## src/rtl/deserializer_pkt.sv

```systemverilog
// Bit-serial to word-parallel converter with packet-end flush of short words
// and ready/valid handshakes on both the serial input and the word output.
module deserializer_pkt #(
    parameter int DATA_W    = 16,
    parameter bit MSB_FIRST = 1'b1,
    parameter int CNT_W     = $clog2(DATA_W + 1)
) (
    input  logic              clk_i,
    input  logic              srst_n_i,
    input  logic              data_i,
    input  logic              data_val_i,
    input  logic              data_last_i,
    output logic              data_rdy_o,
    output logic [DATA_W-1:0] deser_data_o,
    output logic [CNT_W-1:0]  deser_len_o,
    output logic              deser_last_o,
    output logic              deser_data_val_o,
    input  logic              deser_data_rdy_i
);

    logic [DATA_W-1:0] r_asm;
    logic [CNT_W-1:0]  r_bit_cnt;
    logic [DATA_W-1:0] r_data;
    logic [CNT_W-1:0]  r_len;
    logic              r_last;
    logic              r_val;

    logic [DATA_W-1:0] w_asm_nxt;
    logic [DATA_W-1:0] w_mask;
    logic [CNT_W-1:0]  w_len;
    logic              w_accept;
    logic              w_xfer;
    logic              w_done;

    // Ready is combinational from the consumer so a word taken this cycle frees the slot at once.
    assign data_rdy_o = !r_val || deser_data_rdy_i;
    assign w_accept   = data_val_i && data_rdy_o;
    assign w_xfer     = r_val && deser_data_rdy_i;
    assign w_len      = r_bit_cnt + CNT_W'(1);
    assign w_done     = w_accept && ((r_bit_cnt == CNT_W'(DATA_W - 1)) || data_last_i);

    always_comb begin
        w_asm_nxt = r_asm;
        if (MSB_FIRST) begin
            w_asm_nxt = {r_asm[DATA_W-2:0], data_i};
        end else begin
            for (int i = 0; i < DATA_W; i++) begin
                if (CNT_W'(i) == r_bit_cnt) begin
                    w_asm_nxt[i] = data_i;
                end
            end
        end
    end

    always_comb begin
        w_mask = '0;
        for (int i = 0; i < DATA_W; i++) begin
            w_mask[i] = (CNT_W'(i) < w_len);
        end
    end

    always_ff @(posedge clk_i) begin
        if (!srst_n_i) begin
            r_asm     <= '0;
            r_bit_cnt <= '0;
        end else if (w_accept) begin
            if (w_done) begin
                r_asm     <= '0;
                r_bit_cnt <= '0;
            end else begin
                r_asm     <= w_asm_nxt;
                r_bit_cnt <= w_len;
            end
        end
    end

    always_ff @(posedge clk_i) begin
        if (!srst_n_i) begin
            r_data <= '0;
            r_len  <= '0;
            r_last <= 1'b0;
            r_val  <= 1'b0;
        end else if (w_done) begin
            // A completion wins over a same-cycle transfer: the new word replaces the old.
            r_data <= w_asm_nxt & w_mask;
            r_len  <= w_len;
            r_last <= data_last_i;
            r_val  <= 1'b1;
        end else if (w_xfer) begin
            r_data <= '0;
            r_len  <= '0;
            r_last <= 1'b0;
            r_val  <= 1'b0;
        end
    end

    assign deser_data_o     = r_data;
    assign deser_len_o      = r_len;
    assign deser_last_o     = r_last;
    assign deser_data_val_o = r_val;

endmodule

```

## config.mk

```make
export PLATFORM = sky130hd
export DESIGN_NAME = deserializer_pkt
export DESIGN_NICKNAME = d
export VERILOG_FILES = /design/src/rtl/deserializer_pkt.sv
export SDC_FILE = /design/constraint.sdc
export NUM_CORES = 1
export LEC_CHECK = 0
export BUFFER_PORTS_ARGS = -buffer_cell sky130_fd_sc_hd__buf_2
export CAP_MARGIN = 20
export CORE_MARGIN = 8
export CORE_UTILIZATION = 54
export DETAILED_ROUTE_END_ITERATION = 10
export GPL_TIMING_DRIVEN = 0
export PLACE_DENSITY = 0.73
export SLEW_MARGIN = 20
export SYNTH_ARGS = -nofsm -noshare
export SYNTH_HDL_FRONTEND = slang
export SYNTH_SLANG_ARGS = --single-unit
```

## constraint.sdc

```tcl
create_clock -name clk_i -period 2.8 [get_ports clk_i]
set_clock_uncertainty 0.15 [all_clocks]
set_input_delay 0.84 -clock clk_i [delete_from_list [all_inputs] [get_ports clk_i]]
set_output_delay 0.84 -clock clk_i [all_outputs]
set_load 0.005 [all_outputs]
```

==> run_results.csv, run 1 <==
group,metric,value,unit
outcome,status,"complete, no violations",
cts,htree_levels,2,
yosys,netlist_instances,180,
layout,area_delta_synth_final,13.9,%
timing,rsz0062_at_grt,"no",
setup_path,crit_path_top_delay_cell,"ha_1",
global_routing,grt_overflow,0,
placement,port_buffers,29,
detailed_routing,ant_nets,0,
floorplan,num_rows,20,
setup_path,cp_common_cell,"ha_1",
setup_path,max_stage_delay,0.47,ns
timing,maxSlewHeadroom,0.656,
cts,tritoncts,"done",
setup_path,r2r-end,"deser_data_o[1]",
setup_path,cp_data_required_time,2.90,ns
flow_run,drv_cap,0,
yosys,ys_types,40,
setup_path,worstSetupEndpointType,"flop",
timing,fmax,392,MHz
setup_path,crit_chain,"ha_1 -> and3_1 -> ha_1 -> inv_1 -> nor3_1 -> nand2_1 -> a32o_1",
floorplan,die_w,72.7,um
yosys,synth.most_common_cell,"dfxtp_1",
yosys,ys_seq_area_frac,0.496,
yosys,yosysTopAreaCellShare,0.496,
timing,tns,0,ns
yosys,ys_async_sr_fraction,0,
timing,finalHoldViolCount,0,
cts,postCtsSetupBuffers,0,
detailed_routing,via_per_inst,5.84,
cts,clockRootBuffer,"clkbuf_4",
pwr,pwr_density_cell,492,nW/um2
setup_path,r2r_start,"r_bit_cnt[1]",
timing,min_period_over_period,0.911,
global_routing,grt_usage,0.175,
global_routing,grt_pass1_vias,1475,
detailed_routing,post_drt_wl_per_cell,16.5,um
timing,setup_viol,0,
cts,post_cts_resize_count,0,
setup_path,worstPathArrival,2.65,ns
layout,final_cells,259,
placement,preCtsSetupSlack,0.291,ns
timing,tightest_slew,0.516,ns
detailed_routing,drtIter0Drc,131,
timing,layout_setup_ws,0.250,ns
setup_path,path_class,"flop to flop",
yosys,syn_nets,188,
setup_path,crit_start,"r_bit_cnt[1]",
pwr,peakVddDrop,0.000260,V
layout,fillers,277,
setup_path,startpoint_type,"flop",
yosys,avgSynthCellArea,9.63,um2
timing,slew_violations,0,
floorplan,die_h,72.7,um
cts,clk_latency,0.35,ns
detailed_routing,wl,4280,um
setup_path,r2r_slack,0.25,ns
global_routing,grt_max_degree,12,
placement,dp_cells,253,
detailed_routing,num_vias,1513,
placement,place.detailed.hpwl,3120,um
timing,fin_crit,2.55,ns
cts,clk_pin_slew,0.11,ns
placement,globalplace.congestion,0.852,
layout,antenna_cells,0,
yosys,synth_area,1730,um2
cts,hold_buffers,0,
cts,cts_buffers,5,
yosys,synth_common_cells,"dfxtp_1 (43), nor2_1 (27), a22oi_1 (24), nand2_1 (11), a32o_1 (9)",
setup_path,crit_fanout,8,
detailed_routing,dr.pass1.iters,4,
yosys,synthTopCellsByArea,"dfxtp_1 (50%), a22oi_1 (10%), nor2_1 (5.8%)",
setup_path,endpoint,"deser_data_o[1]",
yosys,ys_ff_latch,43,
min_path,min_path_cells,2,
pwr,p_leak,0.831,nW
floorplan,dieArea,5280,um2
yosys,ys.flop_type,"dfxtp_1",
floorplan,start_util,0.568,
min_path,min_path_type,"flop to flop",
layout,drive_above_1_share,0.237,
global_routing,grt_pass1_wl,7160,um
cts,cts.sinks,43,
global_routing,antenna_found_initial,0,
floorplan,coreArea,3050,um2
cts,cts_buffer_depth,2,
setup_path,ff2ff_path_depth,7,
layout,nets,224,
yosys,synth_edf_count,0,
detailed_routing,drc,0,
floorplan,io_pins,30,
yosys,ys_warn_count,0,
yosys,yosys.area.top_type,"dfxtp_1",
## layout by cell type, fill, tap and decap left out, drive strengths merged, types with 2 or more instances in the layout
cell type and n:
a32o 9, a22oi 24, and2 2, dfxtp 43, nor3 5, nor2 27
xor2 2, o311ai 2, buf 36, ha 2, nand2 12, clkbuf 10
inv 7, xnor2 2, a21oi 8, nand3 5, a32oi 3
## routing by layer
metal | up-vias | track usage | routed length, um
met5 | - | 0 | 0
met4 | 0 | 0.100 | 85
met3 | 7 | 0.0522 | 321
met2 | 48 | 0.265 | 1960
met1 | 722 | 0.213 | 1910
li1 | 736 | - | -
## per-stage QoR
step	cell area, um2	util	power, mW	hold WS [ns]
2_1_floorplan	1730	-	0.689	0.298
3_3_place_gp	1930	0.634	0.716	0.290
3_5_place_dp	1930	0.634	0.717	0.296
4_1_cts	1980	0.647	0.983	0.315
5_1_grt	1980	0.647	1.02	0.331
6_report	1980	0.647	0.972	0.311
## cell families (layout without fill, tap and decap cells)
group,Yosys count,in the layout,synth area share
AOI/OAI and AO/OA,57,57,0.263
and+or+nand+nor,56,56,0.154
DFF,43,43,0.496
buffers and inverters,18,53,0.0483
xor gates and xnor gates,4,4,0.0245
adders and majority gates,2,2,0.0144
## power breakdown
part	switching, mW	leakage, nW	internal (mW)
logic	0.0565	0.460	0.0260
registers	0.00385	0.347	0.617
clock network	0.179	0.0242	0.0895
total	0.240	0.831	0.733
## cell type report
class                           instances  area [um2]  area share
Sequential cell                        43         861       0.436
Timing Repair Buffer                   29         145      0.0735
Tap cell                               44        55.1      0.0279
Inverter                                7        26.3      0.0133
Buffer                                 11        57.6      0.0291
Clock buffer                            6        41.3      0.0209
Multi-Input combinational cell        119         790       0.400
## critical path, delay by kind of cell (launching register included)
kind / cells / cell delay, ns
and+or+nand+nor: 3 / 0.70
AOI/OAI and AO/OA: 1 / 0.28
DFF: 1 / 0.36
adders and majority gates: 2 / 0.74
buffers and inverters: 1 / 0.22
## registers in the layout, indices dropped and copies added, names as in the netlist
signal	flops
deser_data_o	16
r_asm	15
deser_last_o	1
r_bit_cnt	5
deser_data_val_o	1
deser_len_o	5
## worst min-delay path by stage
stage / start / to
final: deser_len_o[0] / deser_len_o[0]
after detailed placement: deser_data_o[4] / deser_data_o[4]
after floorplan: deser_data_o[2] / deser_data_o[2]
after global placement: deser_data_o[2] / deser_data_o[2]
after global routing: deser_len_o[0] / deser_len_o[0]
after CTS: deser_len_o[0] / deser_len_o[0]
No activity file was read; power rests on OpenSTA's default activity.
==> inputs of run 2 (changes only) <==
Settings changed: BUFFER_PORTS_ARGS -buffer_cell sky130_fd_sc_hd__buf_2 to -buffer_cell sky130_fd_sc_hd__buf_4.
==> run 2 against run 1 <==
Core utilization grew 3.4 points. Clock power up 38%. Hold slack improved by 0.0014 ns. Register-to-register slack gained 0.04 ns. Fmax about the same. Critical path depth down 3. Via count rose by 2.0%. Global-route usage fell by 0.68 points. Highest routed layer unchanged. Design area up 5.2%.
==> run_results.csv, run 2 (synthesis results as in run 1) <==
group,metric,value,unit
layout,antenna_cells,0,
timing,slew_violations,0,
setup_path,r2r-end,"deser_data_o[8]",
floorplan,die_h,72.7,um
timing,fmax,392,MHz
cts,postCtsSetupBuffers,0,
floorplan,io_pins,30,
min_path,min_path_cells,2,
timing,rsz0062_at_grt,"no",
global_routing,grt_max_degree,13,
detailed_routing,ant_nets,0,
cts,clk_pin_slew,0.12,ns
setup_path,cp_data_required_time,1.81,ns
setup_path,r2r_slack,0.29,ns
timing,min_period_over_period,0.911,
floorplan,dieArea,5280,um2
placement,place.detailed.hpwl,3120,um
global_routing,grt_pass1_vias,1526,
floorplan,coreArea,3050,um2
setup_path,worstPathArrival,1.56,ns
layout,largest_reg_flops,16,
detailed_routing,dr.pass1.iters,5,
floorplan,num_rows,20,
layout,area_delta_synth_final,19.8,%
detailed_routing,via_per_inst,5.94,
min_path,hp-start,"deser_data_o[2]",
layout,fillers,260,
min_path,min_path_type,"flop to flop",
setup_path,r2r_start,"r_bit_cnt[1]",
layout,final_common_cell,"dfxtp_1",
detailed_routing,post_drt_wl_per_cell,16.2,um
timing,tns,0,ns
pwr,peakVddDrop,0.000350,V
cts,hold_buffers,0,
placement,globalplace.congestion,0.857,
setup_path,worstSetupEndpointType,"output pin",
setup_path,startpoint_type,"input pin",
min_path,min_delay_worst_endpoint,"deser_data_o[2]",
detailed_routing,drtIter0Drc,140,
setup_path,ff2ff_path_depth,7,
layout,nets,224,
detailed_routing,num_vias,1544,
global_routing,grt_overflow,0,
pwr,p_leak,0.849,nW
cts,cts_buffers,5,
global_routing,antenna_found_initial,0,
outcome,status,"complete, no violations",
floorplan,die_w,72.7,um
pwr,pwr_density_cell,520,nW/um2
cts,cts.sinks,43,
pwr,total_power,1.08,mW
detailed_routing,wl,4220,um
cts,clockRootBuffer,"clkbuf_4",
detailed_routing,drc,0,
layout,layout_common_cells,"dfxtp_1 (43), buf_4 (29), nor2_1 (27), a22oi_1 (24), nand2_1 (11)",
placement,port_buffers,29,
timing,tightest_slew,0.528,ns
timing,fin_crit,2.55,ns
cts,cts_buffer_depth,2,
setup_path,path_class,"input pin to output pin",
flow_run,drv_cap,0,
layout,drive_above_1_share,0.241,
cts,tritoncts,"done",
global_routing,grt_usage,0.168,
cts,clk_latency,0.35,ns
global_routing,grt_pass1_wl,7090,um
timing,finalHoldViolCount,0,
cts,post_cts_resize_count,0,
timing,setup_viol,0,
timing,maxSlewHeadroom,0.648,
cts,htree_levels,2,
setup_path,crit_fanout,6,
floorplan,start_util,0.568,
==> run 2: critical path: stages <==
cell and delay, ns:
buf_4 0.11, and2b_1 0.29, inv_1 0.15, buf_4 0.17
==> run 2: where the power goes <==
group          total (mW)  internal [mW]  switching [mW]
clock network       0.372          0.184           0.187
registers           0.621          0.617         0.00398
logic              0.0874         0.0302          0.0572
==> run 2: through the flow <==
step / utilization / hold slack [ns] / area, um2 / std cells / worst slack (ns)
CTS: 0.681 / 0.317 / 2080 / 260 / 0.249
global placement: 0.657 / 0.293 / 2010 / 253 / 0.290
detailed placement: 0.657 / 0.304 / 2010 / 253 / 0.253
global route: 0.681 / 0.361 / 2080 / 260 / 0.143
floorplan: - / 0.298 / 1730 / 180 / 0.589
finish: 0.681 / 0.313 / 2080 / 260 / 0.250
==> run 2: metal layers <==
layer | up-vias | track usage | part of all wire
met3 | 7 | 0.0522 | 0.084
met4 | 0 | 0.0511 | 0.013
met2 | 65 | 0.274 | 0.46
met5 | - | 0 | 0
met1 | 735 | 0.204 | 0.45
li1 | 737 | - | -
==> run 2: layout make-up <==
class                   instances  area, um2  area share
plain buffers                  11       57.6      0.0277
multi-input cells             119        790       0.380
clock inverters                 1       30.0      0.0144
inverters                       7       26.3      0.0126
well taps                      44       55.1      0.0265
flip-flops and latches         43        861       0.414
repair buffers                 29        218       0.105
clock buffers                   6       41.3      0.0199
==> run 2: how the worst max path moves through the flow <==
stage / slack, ns / depth (start not counted) / end / startpoint
floorplan: 0.59 / 2 / data_rdy_o / deser_data_rdy_i
global placement: 0.29 / 4 / data_rdy_o / deser_data_rdy_i
detailed placement: 0.25 / 4 / data_rdy_o / deser_data_rdy_i
CTS: 0.25 / 4 / data_rdy_o / deser_data_rdy_i
global route: 0.14 / 7 / deser_data_o[1] / r_bit_cnt[1]
finish: 0.25 / 4 / data_rdy_o / deser_data_rdy_i
